**src/rtl/dual_registered_adder_unit.sv**
```systemverilog
// Two registered full-adder paths (1-cycle and 2-cycle latency) plus a plain D flip-flop.
// Optional path cross-check enabled by defining ADDER_XCHECK_EN; otherwise mismatch is constant 0.
module dual_registered_adder_unit #(
    parameter int WIDTH = 1
) (
    input  logic             clk,
    input  logic             rst_n,
    input  logic [WIDTH-1:0] a,
    input  logic [WIDTH-1:0] b,
    input  logic             carry_in,
    input  logic             d,
    output logic [WIDTH-1:0] sum_1,
    output logic             carry_out_1,
    output logic [WIDTH-1:0] sum_2,
    output logic             carry_out_2,
    output logic             q,
    output logic             q_bar,
    output logic             mismatch
);

    logic [WIDTH:0]   w_full_1;
    logic [WIDTH:0]   w_full_2;
    logic [WIDTH-1:0] r_sum_1;
    logic             r_carry_1;
    logic [WIDTH-1:0] r_a_2;
    logic [WIDTH-1:0] r_b_2;
    logic             r_cin_2;
    logic [WIDTH-1:0] r_sum_2;
    logic             r_carry_2;
    logic             r_q;

    // Both adders work at WIDTH+1 bits so overflow lands in the carry bit.
    assign w_full_1 = {1'b0, a} + {1'b0, b} + {{WIDTH{1'b0}}, carry_in};
    assign w_full_2 = {1'b0, r_a_2} + {1'b0, r_b_2} + {{WIDTH{1'b0}}, r_cin_2};

    always_ff @(posedge clk or negedge rst_n) begin
        if (!rst_n) begin
            r_sum_1   <= '0;
            r_carry_1 <= 1'b0;
        end else begin
            {r_carry_1, r_sum_1} <= w_full_1;
        end
    end

    always_ff @(posedge clk or negedge rst_n) begin
        if (!rst_n) begin
            r_a_2     <= '0;
            r_b_2     <= '0;
            r_cin_2   <= 1'b0;
            r_sum_2   <= '0;
            r_carry_2 <= 1'b0;
        end else begin
            r_a_2                <= a;
            r_b_2                <= b;
            r_cin_2              <= carry_in;
            {r_carry_2, r_sum_2} <= w_full_2;
        end
    end

    always_ff @(posedge clk or negedge rst_n) begin
        if (!rst_n) begin
            r_q <= 1'b0;
        end else begin
            r_q <= d;
        end
    end

    assign sum_1       = r_sum_1;
    assign carry_out_1 = r_carry_1;
    assign sum_2       = r_sum_2;
    assign carry_out_2 = r_carry_2;
    assign q           = r_q;
    assign q_bar       = ~r_q;

`ifdef ADDER_XCHECK_EN
    logic [WIDTH:0] r_p1_dly;
    logic [1:0]     r_warm;
    logic           r_mismatch;

    // Path 2 lags path 1 by one edge, so compare it against path 1 delayed once;
    // the first two edges after release carry flushed data and are ignored.
    always_ff @(posedge clk or negedge rst_n) begin
        if (!rst_n) begin
            r_p1_dly   <= '0;
            r_warm     <= 2'd0;
            r_mismatch <= 1'b0;
        end else begin
            r_p1_dly <= {r_carry_1, r_sum_1};
            if (r_warm != 2'd2) begin
                r_warm <= r_warm + 2'd1;
            end else if ({r_carry_2, r_sum_2} != r_p1_dly) begin
                r_mismatch <= 1'b1;
            end
        end
    end

    assign mismatch = r_mismatch;
`else
    assign mismatch = 1'b0;
`endif

endmodule

```
**config.mk**
```make
export PLATFORM = sky130hd
export DESIGN_NAME = dual_registered_adder_unit
export DESIGN_NICKNAME = d
export VERILOG_FILES = /design/src/rtl/dual_registered_adder_unit.sv
export SDC_FILE = /design/constraint.sdc
export NUM_CORES = 1
export LEC_CHECK = 0
export CAP_MARGIN = 40
export CORE_AREA = 5 5 42 44
export CTS_CLUSTER_SIZE = 20
export DETAILED_ROUTE_END_ITERATION = 10
export DIE_AREA = 0 0 47 49
export GPL_TIMING_DRIVEN = 0
export HOLD_SLACK_MARGIN = 0.15
export REMOVE_ABC_BUFFERS = 1
export SYNTH_ARGS = -nofsm -noshare
export SYNTH_HDL_FRONTEND = slang
export SYNTH_SLANG_ARGS = --single-unit
```
**constraint.sdc**
```tcl
create_clock -name clk -period 1.8 [get_ports clk]
set_input_delay 0.45 -clock clk [delete_from_list [all_inputs] [get_ports clk]]
set_output_delay 0.45 -clock clk [all_outputs]
set_load 0.005 [all_outputs]
```
After elaboration in Yosys (flattened, before gate mapping)
Index checks and enable logic that the tools add are counted.

Bitwise logic cells: 1. Add/sub/neg operators: 4.

Operators by type and width (number): 1-bit by 1-bit adder with 2-bit output (2); 2-bit by 1-bit adder with 2-bit output (2); 1-bit NOT (1).

Flip-flop bits (word level): 8. Input port bits: 6. Output and inout port bits: 7. Logic and storage cells: 13.

Depth between registers and ports, before layout
Gate-level depths: netlist of run 1.

Word-level depth: 2. Depth in mapped cells: 1. Mapped depth without buffers: 1.

Worst setup path after synthesis of run 1
Ideal clock, no wire load.

Path type: input to register. From: in a. To: reg r_sum_1 (netlist: sum_1). Setup slack: 0.769 ns. Path buffers: 0. Stages: 1. Data arrival time: 0.895 ns. Data required time: 1.664 ns. Setup time: 0.136 ns. Cells stage by stage: fa_1.

Longest elaborated chain between the ends: 2.

RTL lines: start, declared (RTL line 8) `input logic [WIDTH-1:0] a,`; 1-bit by 1-bit adder with 2-bit output (RTL line 33) `assign w_full_1 = {1'b0, a} + {1'b0, b} + {{WIDTH{1'b0}}, carry_in};`; 2-bit by 1-bit adder with 2-bit output (RTL line 33); end signal, assigned (RTL line 41) `{r_carry_1, r_sum_1} <= w_full_1;`; end, declared (RTL line 23) `logic [WIDTH-1:0] r_sum_1;`.

No other way between the ends.

Final worst setup path of run 1
From: reg r_q (netlist: q). To: out q_bar.

Longest elaborated chain between the ends: 1.

RTL lines: start, declared (RTL line 30) `logic r_q;`; start signal, assigned (RTL line 62) `r_q <= 1'b0;`; start signal, assigned (RTL line 64) `r_q <= d;`; 1-bit NOT (RTL line 73) `assign q_bar = ~r_q;`; end, declared (RTL line 17) `output logic q_bar,`.

No other way between the ends.

==> impl_metrics.json, run 1 <==
{
  "status": "finished, final reports clean",
  "yosys_warnings": 0,
  "cp_max_fo": 2,
  "drc_errors": 0,
  "grt_max_degree": 9,
  "cts_resized": 0,
  "top_layer_used": "met4",
  "drive_above_1_share_pct": 11.5,
  "final-seq-area_sq_um": 200,
  "power.density_nw_per_um2": 946,
  "slowest_delay_ps": 490,
  "postSynthCellCount": 13,
  "synth_area_sq_um": 255,
  "layout_commonest_cell": "clkdlybuf4s50_1",
  "min_period_ps": 1610,
  "multi_input_area_sq_um": 43.8,
  "final.period_utilization_pct": 89.7,
  "dieArea_sq_um": 2300,
  "grt_pass1_vias": 167,
  "die_w_microns": 47,
  "crit_required_ps": 1350,
  "maxCapViolCount": 0,
  "drt_iter0_markers": 1,
  "r2r_cells": 1,
  "start_kind": "flop",
  "power.leakage_nw": 0.173,
  "end_kind": "primary output",
  "synth_cell_types": 5,
  "setup_violations": 0,
  "slowest_stage": "clkdlybuf4s50_1",
  "crit_arrival_ps": 1160,
  "report.final.slew_viol_count": 0,
  "numCtsBuffers": 3,
  "tns_ps": 0,
  "rows": 14,
  "finalWirelength_microns": 406,
  "reg2reg_from": "r_a_2$_DFF_PN0_",
  "seq_area_frac_synth_pct": 78.4,
  "drt_first_pass_iters": 2,
  "post-cts-setup-buffers": 0,
  "hold_class": "in2async",
  "dr_wl_met2_microns": 146,
  "start_util_pct": 18.2,
  "vias_per_cell": 3.33,
  "clkSlewWorstSetupHoldPaths_ps": 50,
  "io-pin-count": 13,
  "die_h_microns": 49,
  "wl_met3_microns": 109,
  "track_usage_pct": 4.49,
  "crit_chain": "inv_1, clkdlybuf4s50_1",
  "antenna_cells": 0,
  "final_cell_mix": "clkdlybuf4s50_1 (11), dfrtp_1 (8), clkbuf_4 (3)",
  "vdd_drop_max_mv": 0.326,
  "num_vias": 140,
  "antenna_found_initial": 0,
  "finalNetCount": 36,
  "clockRootBuffer": "clkbuf_4",
  "gp_congestion": 0.691,
  "synth-seq-cells": 8,
  "cts_tree": "built",
  "fin_skew_ps": 2.67,
  "io_buffers": 11,
  "holdWs_ps": 468,
  "cts_max_level": 1,
  "grt_first_pass_wirelength_microns": 669,
  "fillers": 152,
  "ctsHoldBuffers": 0,
  "wire_per_inst_microns": 9.67,
  "ant_nets": 0,
  "hold_viol": 0,
  "core_area_sq_um": 1400,
  "clock-sinks": 8,
  "grt_overflow_total": 0,
  "clockBufferDepth": 2,
  "rrSetupSlack_ps": 830,
  "synth_area_per_cell_sq_um": 19.6,
  "max_freq_mhz": 620,
  "worst-setup-path-type": "reg2out",
  "area_delta_synth_final_pct": 56.9,
  "wl_met1_microns": 144,
  "r2r_end": "sum_2$_DFF_PN0_",
  "clk_latency_ps": 240,
  "rsz0062_at_grt": "no"
}
## power breakdown
group          switching (W)  internal (W)  total (W)
logic              0.0000156     0.0000334  0.0000490
clock network      0.0000542     0.0000758   0.000130
registers         0.00000473      0.000195   0.000200
## layout make-up
| class | count | share of cell area [%] |
|---|---|---|
| repair buffers | 11 | 27.5 |
| inverters | 1 | 0.938 |
| well taps | 16 | 5.00 |
| multi-input cells | 3 | 10.9 |
| flip-flops and latches | 8 | 50.0 |
| clock buffers | 3 | 5.62 |
## metrics by stage
stage	std cells	power (W)	cell area, sq um	worst slack [ps]	utilization, %
after floorplan	12	0.000209	248	769	-
final	42	0.000379	400	186	28.6
after CTS	42	0.000387	400	165	28.6
after global placement	39	0.000251	378	289	27.0
after detailed placement	39	0.000253	378	278	27.0
after global routing	42	0.000397	400	118	28.6
## critical path: cells and delay by family, from the launching register on
kind | cells | cell delay, ps
buffers and inverters | 2 | 540
flip-flops | 1 | 380
## sequential cells by signal (all words and copies together) (netlist names)
| signal | cells |
|---|---|
| r_b_2 | 1 |
| r_cin_2 | 1 |
| carry_out_1 | 1 |
| q | 1 |
| sum_1 | 1 |
| carry_out_2 | 1 |
| sum_2 | 1 |
| r_a_2 | 1 |
## worst max path at each step
stage	cells after the start	startpoint	slack, ps	to
finish	2	q$_DFF_PN0_	190	q_bar
CTS	2	q$_DFF_PN0_	160	q_bar
global placement	2	a	290	sum_1$_DFF_PN0_
floorplan	1	a	770	sum_1$_DFF_PN0_
global route	2	q$_DFF_PN0_	120	q_bar
detailed placement	2	a	280	sum_1$_DFF_PN0_
## Yosys cell counts (all sizes together)
cell | instances | area share [%]
dfrtp | 8 | 78
fa | 2 | 16
buf | 1 | 2.9
conb | 1 | 1.5
inv | 1 | 1.5
## routing by layer
layer / GRT usage [%] / vias up
li1: - / 62
met1: 4.58 / 63
met2: 4.98 / 13
met3: 3.32 / 2
met4: 5.53 / 0
met5: 0 / -
## cells by family (layout without fill, tap and decap cells)
group,after synthesis,count (layout),share of synthesized area [%]
DFF,8,8,78.4
other,1,1,1.47
adders and majority gates,2,2,15.7
buffers and inverters,2,15,4.41
(Power assumes the default switching activity.)
==> run 2: changes to the inputs <==
==> constraint.sdc (replaced) <==
create_clock -name clk -period 1.8 [get_ports clk]
set_input_delay 0.27 -clock clk [delete_from_list [all_inputs] [get_ports clk]]
set_output_delay 0.27 -clock clk [all_outputs]
set_load 0.005 [all_outputs]
==> results of run 2 <==
The final DEF is identical to that of run 1. Status: finished, final reports clean.
Among the figures that moved: setup slack after placement 278 ps -> 458 ps; setup slack after layout 186 ps -> 366 ps; hold slack 468 ps -> 288 ps
==> RTL edit 1 (flow settings as in run 1) <==
Put a register stage on the output `q_bar`. The value now appears one clock later. The other outputs are not delayed to match.
--- a/src/rtl/dual_registered_adder_unit.sv
+++ b/src/rtl/dual_registered_adder_unit.sv
@@ -70,7 +70,9 @@
     assign sum_2       = r_sum_2;
     assign carry_out_2 = r_carry_2;
     assign q           = r_q;
-    assign q_bar       = ~r_q;
+    always_ff @(posedge clk) begin
+        q_bar <= ~r_q;
+    end
 
 `ifdef ADDER_XCHECK_EN
     logic [WIDTH:0] r_p1_dly;
Function: changed (a bounded check fails within 4 cycles, from zero or initial values and one cycle with rst_n low).
==> RTL edit 1 against run 1 <==
- power grew 12%
- largest cell class unchanged
- wire length is 24% higher
- final area rose by 5.9%
- critical path type unchanged
- worst setup slack improved by 0.070 ns
- sequential cell count increased by 1
- synthesized area grew 7.8%
- die area unchanged
- fmax is 4.5% higher
- count of clock-buffer cells in the layout up 1
==> RTL edit 1: results (changes against run 1) <==
{| class="wikitable"
! Metric !! Value
|-
| Share of flip-flops with an asynchronous set or reset after synthesis || 88.9% (was 100%)
|-
| Critical path arrival || 1.09 ns (was 1.16 ns)
|-
| Met3 routed wirelength || 82 um (was 109 um)
|-
| Worst min path class || flip-flop to flip-flop (was input pin to async pin)
|-
| Clock tree root buffer cell || clkbuf_4 (unchanged)
|-
| Register area share after synthesis || 80.0% (was 78.4%)
|-
| Average via count per standard cell || 3.45 (was 3.33)
|-
| R2R setup slack || 0.81 ns (was 0.83 ns)
|-
| Worst hold-check slack || 0.425 ns (was 0.468 ns)
|-
| Final worst path period need || 1.54 ns (was 1.61 ns)
|-
| Top routing layer used || met3 (was met4)
|-
| Number of search-and-repair iterations in the first detailed-routing pass || 2 (unchanged)
|-
| Antenna violations before repair || 0 (unchanged)
|-
| Max Clock Skew || 0.00240 ns (was 0.00267 ns)
|-
| Adder-Cell Fraction of Synth Area || 14.5% (was 15.7%)
|-
| Maximum level of the CTS H-tree || 1 (unchanged)
|-
| Result of the run || complete, no violations (unchanged)
|-
| Insertion delay of the later-clocked pin in the worst-skew pair || 0.26 ns (was 0.24 ns)
|-
| Count of unique library cells instantiated by Yosys || 6 (was 5)
|-
| Post-detailed-routing wire length || 503 um (was 406 um)
|-
| Worst vdd ir || 0.466 mV (was 0.326 mV)
|-
| Area of placed instances || 398 um^2 (was 378 um^2)
|-
| Dominant cells by area after synthesis || dfrtp_1 (73%), fa_1 (15%), dfxtp_1 (7.3%) (was dfrtp_1 (78%), fa_1 (16%), buf_4 (2.9%))
|-
| Instance count after placement with tap cells included || 40 (was 39)
|-
| Final Net Count || 37 (was 36)
|-
| XOR/XNOR share of the synthesized area || 0% (unchanged)
|-
| Final RePlAce weighted congestion || 0.693 (was 0.691)
|-
| Fraction of final layout cells sized beyond drive strength 1 || 10.7% (was 11.5%)
|-
| All-Layer GR Usage || 6.07% (was 4.49%)
|-
| Crit Path Max Fanout || 2 (unchanged)
|-
| Synth Flop Type || dfrtp_1 (unchanged)
|-
| Wl on met1 || 173 um (was 144 um)
|-
| Wire length of the first global-routing pass || 876 um (was 669 um)
|-
| Average wire length per cell after detail routing || 11.4 um (was 9.67 um)
|-
| Library cell contributing the largest single delay on the critical path || clkdlybuf4s50_1 (unchanged)
|-
| Leak pwr || 0.183 nW (was 0.173 nW)
|-
| Filler instances || 144 (was 152)
|-
| Crit path to || q (was q_bar)
|-
| Total met2 wirelength after detailed routing || 247 um (was 146 um)
|-
| Via count of the first global-routing pass || 203 (was 167)
|-
| Top cells by instance count after synthesis || dfrtp_1 (8), fa_1 (2) (was dfrtp_1 (8), fa_1 (2), buf_4 (1), conb_1 (1), inv_1 (1))
|-
| Syn Inst Count || 14 (was 13)
|-
| Place WS || 0.267 ns (was 0.278 ns)
|}
-- RTL edit 1: cell count changes after synthesis --
cell	before	now
dfxtp_1	0	1
-- RTL edit 1: layout make-up --
type / count / area (um^2) / share of cell area [%]
multi-input combinational: 3 / 43.8 / 10.3
tap: 16 / 20.0 / 4.72
sequential: 9 / 220 / 51.9
inverter: 1 / 3.75 / 0.885
timing repair buffer: 11 / 110 / 26.0
clock buffer: 4 / 26.3 / 6.19
-- RTL edit 1: where the power goes --
part / switching [mW] / total [mW] / internal, mW
combinational: 0.0161 / 0.0500 / 0.0339
sequential: 0.00575 / 0.224 / 0.218
clock: 0.0644 / 0.149 / 0.0850
total: 0.0863 / 0.423 / 0.337
-- RTL edit 1: metal layers --
metal | up-vias | global-route usage, %
met4 | 0 | 4.15
met2 | 14 | 8.60
met1 | 72 | 5.05
li1 | 66 | -
met3 | 0 | 5.90
met5 | - | 0
==> RTL edit 2 (settings of run 1) <==
Made on the original files. The option `ADDER_XCHECK_EN` is turned on by a define.
--- a/src/rtl/dual_registered_adder_unit.sv
+++ b/src/rtl/dual_registered_adder_unit.sv
@@ -1,5 +1,7 @@
 // Two registered full-adder paths (1-cycle and 2-cycle latency) plus a plain D flip-flop.
 // Optional path cross-check enabled by defining ADDER_XCHECK_EN; otherwise mismatch is constant 0.
+`define ADDER_XCHECK_EN
+
 module dual_registered_adder_unit #(
     parameter int WIDTH = 1
 ) (
Check against the original RTL: same outputs for any inputs over 10 cycles, from zero or initial values and one cycle with rst_n low; that may be too few to reach the edited logic, so the function may still have changed.
==> RTL edit 2 against run 1 <==
- hold slack got worse by 0.087 ns
- power increased by 46%
- core utilization is 14 points higher
- final area up 49%
- sequential power grew 61%
- wire length increased by 53%
- worst setup slack got worse by 0.017 ns
- synthesized area grew 69%
- count of clock-buffer cells in the layout is 1 higher
- sequential cell count is 5 higher
- synthesized cell count rose by 92%
- critical endpoint unchanged
- largest power group unchanged
==> RTL edit 2: results (changes against run 1) <==
{| class="wikitable"
! Metric !! Value
|-
| XOR/XNOR share of the synthesized area || 6.09% (was 0%)
|-
| Count of unique library cells instantiated by Yosys || 10 (was 5)
|-
| Port-buffer cells || 12 (was 11)
|-
| Number of search-and-repair iterations in the first detailed-routing pass || 1 (was 2)
|-
| Met3 routed wirelength || 71 um (was 109 um)
|-
| Share of the synthesized area in compound gates (AO/OA/AOI/OAI) || 2.32% (was 0%)
|-
| Result of the run || complete, no violations (unchanged)
|-
| Instance count after placement with tap cells included || 53 (was 39)
|-
| Place WS || 0.285 ns (was 0.278 ns)
|-
| Via count of the first global-routing pass || 301 (was 167)
|-
| Worst min path class || flip-flop to flip-flop (was input pin to async pin)
|-
| Register area share after synthesis || 75.4% (was 78.4%)
|-
| Number of vias in the routed layout || 242 (was 140)
|-
| All-Layer GR Usage || 7.62% (was 4.49%)
|-
| Achievable Freq || 613 MHz (was 620 MHz)
|-
| Worst vdd ir || 0.424 mV (was 0.326 mV)
|-
| Iter 0 DRT Violations || 0 (was 1)
|-
| Adder-Cell Fraction of Synth Area || 12.2% (was 15.7%)
|-
| Largest net degree at the start of global routing || 14 (was 9)
|-
| Max Clock Skew || 0.00351 ns (was 0.00267 ns)
|-
| Critical path arrival || 1.18 ns (was 1.16 ns)
|-
| Insertion delay of the later-clocked pin in the worst-skew pair || 0.27 ns (was 0.24 ns)
|-
| Dominant cells by area after synthesis || dfrtp_1 (75%), fa_1 (9.3%), xor2_1 (4.1%) (was dfrtp_1 (78%), fa_1 (16%), buf_4 (2.9%))
|-
| Fraction of final layout cells sized beyond drive strength 1 || 7.32% (was 11.5%)
|-
| Wl on met1 || 201 um (was 144 um)
|-
| Average wire length per cell after detail routing || 10.9 um (was 9.67 um)
|-
| Clock slew seen by the registers of the worst setup and hold paths || 0.07 ns (was 0.05 ns)
|-
| Leak pwr || 0.259 nW (was 0.173 nW)
|-
| Average cell area after synthesis || 17.3 um^2 (was 19.6 um^2)
|}
RTL edit 2: worst min-delay path by stage:
| stage | endpoint | slack [ns] | depth (start not counted) |
|---|---|---|---|
| floorplan | carry_out_1$_DFF_PN0_ | 0.15 | 0 |
| global placement | r_p1_dly[0]$_DFF_PN0_ | 0.36 | 0 |
| detailed placement | r_p1_dly[0]$_DFF_PN0_ | 0.37 | 0 |
| CTS | r_p1_dly[0]$_DFF_PN0_ | 0.39 | 0 |
| global route | r_p1_dly[0]$_DFF_PN0_ | 0.40 | 0 |
| finish | r_p1_dly[0]$_DFF_PN0_ | 0.38 | 0 |
RTL edit 2: cell type report:
| type | instances | area, um^2 |
|---|---|---|
| repair buffers | 12 | 120 |
| well taps | 16 | 20.0 |
| clock buffers | 4 | 26.3 |
| fillers | 145 | 803 |
| flip-flops and latches | 13 | 325 |
| inverters | 2 | 7.51 |
| multi-input cells | 10 | 98.8 |
RTL edit 2: per-stage QoR:
stage	power, mW	instance area (um^2)
floorplan	0.342	432
global placement	0.387	572
detailed placement	0.390	572
CTS	0.567	598
global route	0.587	598
finish	0.551	598
RTL edit 2: power breakdown:
| part | switching (mW) | internal [mW] |
|---|---|---|
| clock network | 0.0844 | 0.0858 |
| registers | 0.0107 | 0.312 |
| logic | 0.0204 | 0.0384 |
| total | 0.115 | 0.436 |
RTL edit 2: cells by family after synthesis:
family,Yosys count
compound gates,2
flops,13
simple gates,2
fa+ha+maj,3
buf+inv,2
xor+xnor,3
RTL edit 2: per-layer routing:
layer / global-route usage [%] / up-vias
met2: 12.4 / 12
met5: 0 / -
met3: 2.58 / 2
li1: - / 108
met1: 6.81 / 120
met4: 6.91 / 0
RTL edit 2: critical path, cell delays in order, from the launching register on:
cell,delay [ns]
dfrtp_1,0.38
inv_1,0.05
clkdlybuf4s50_1,0.49
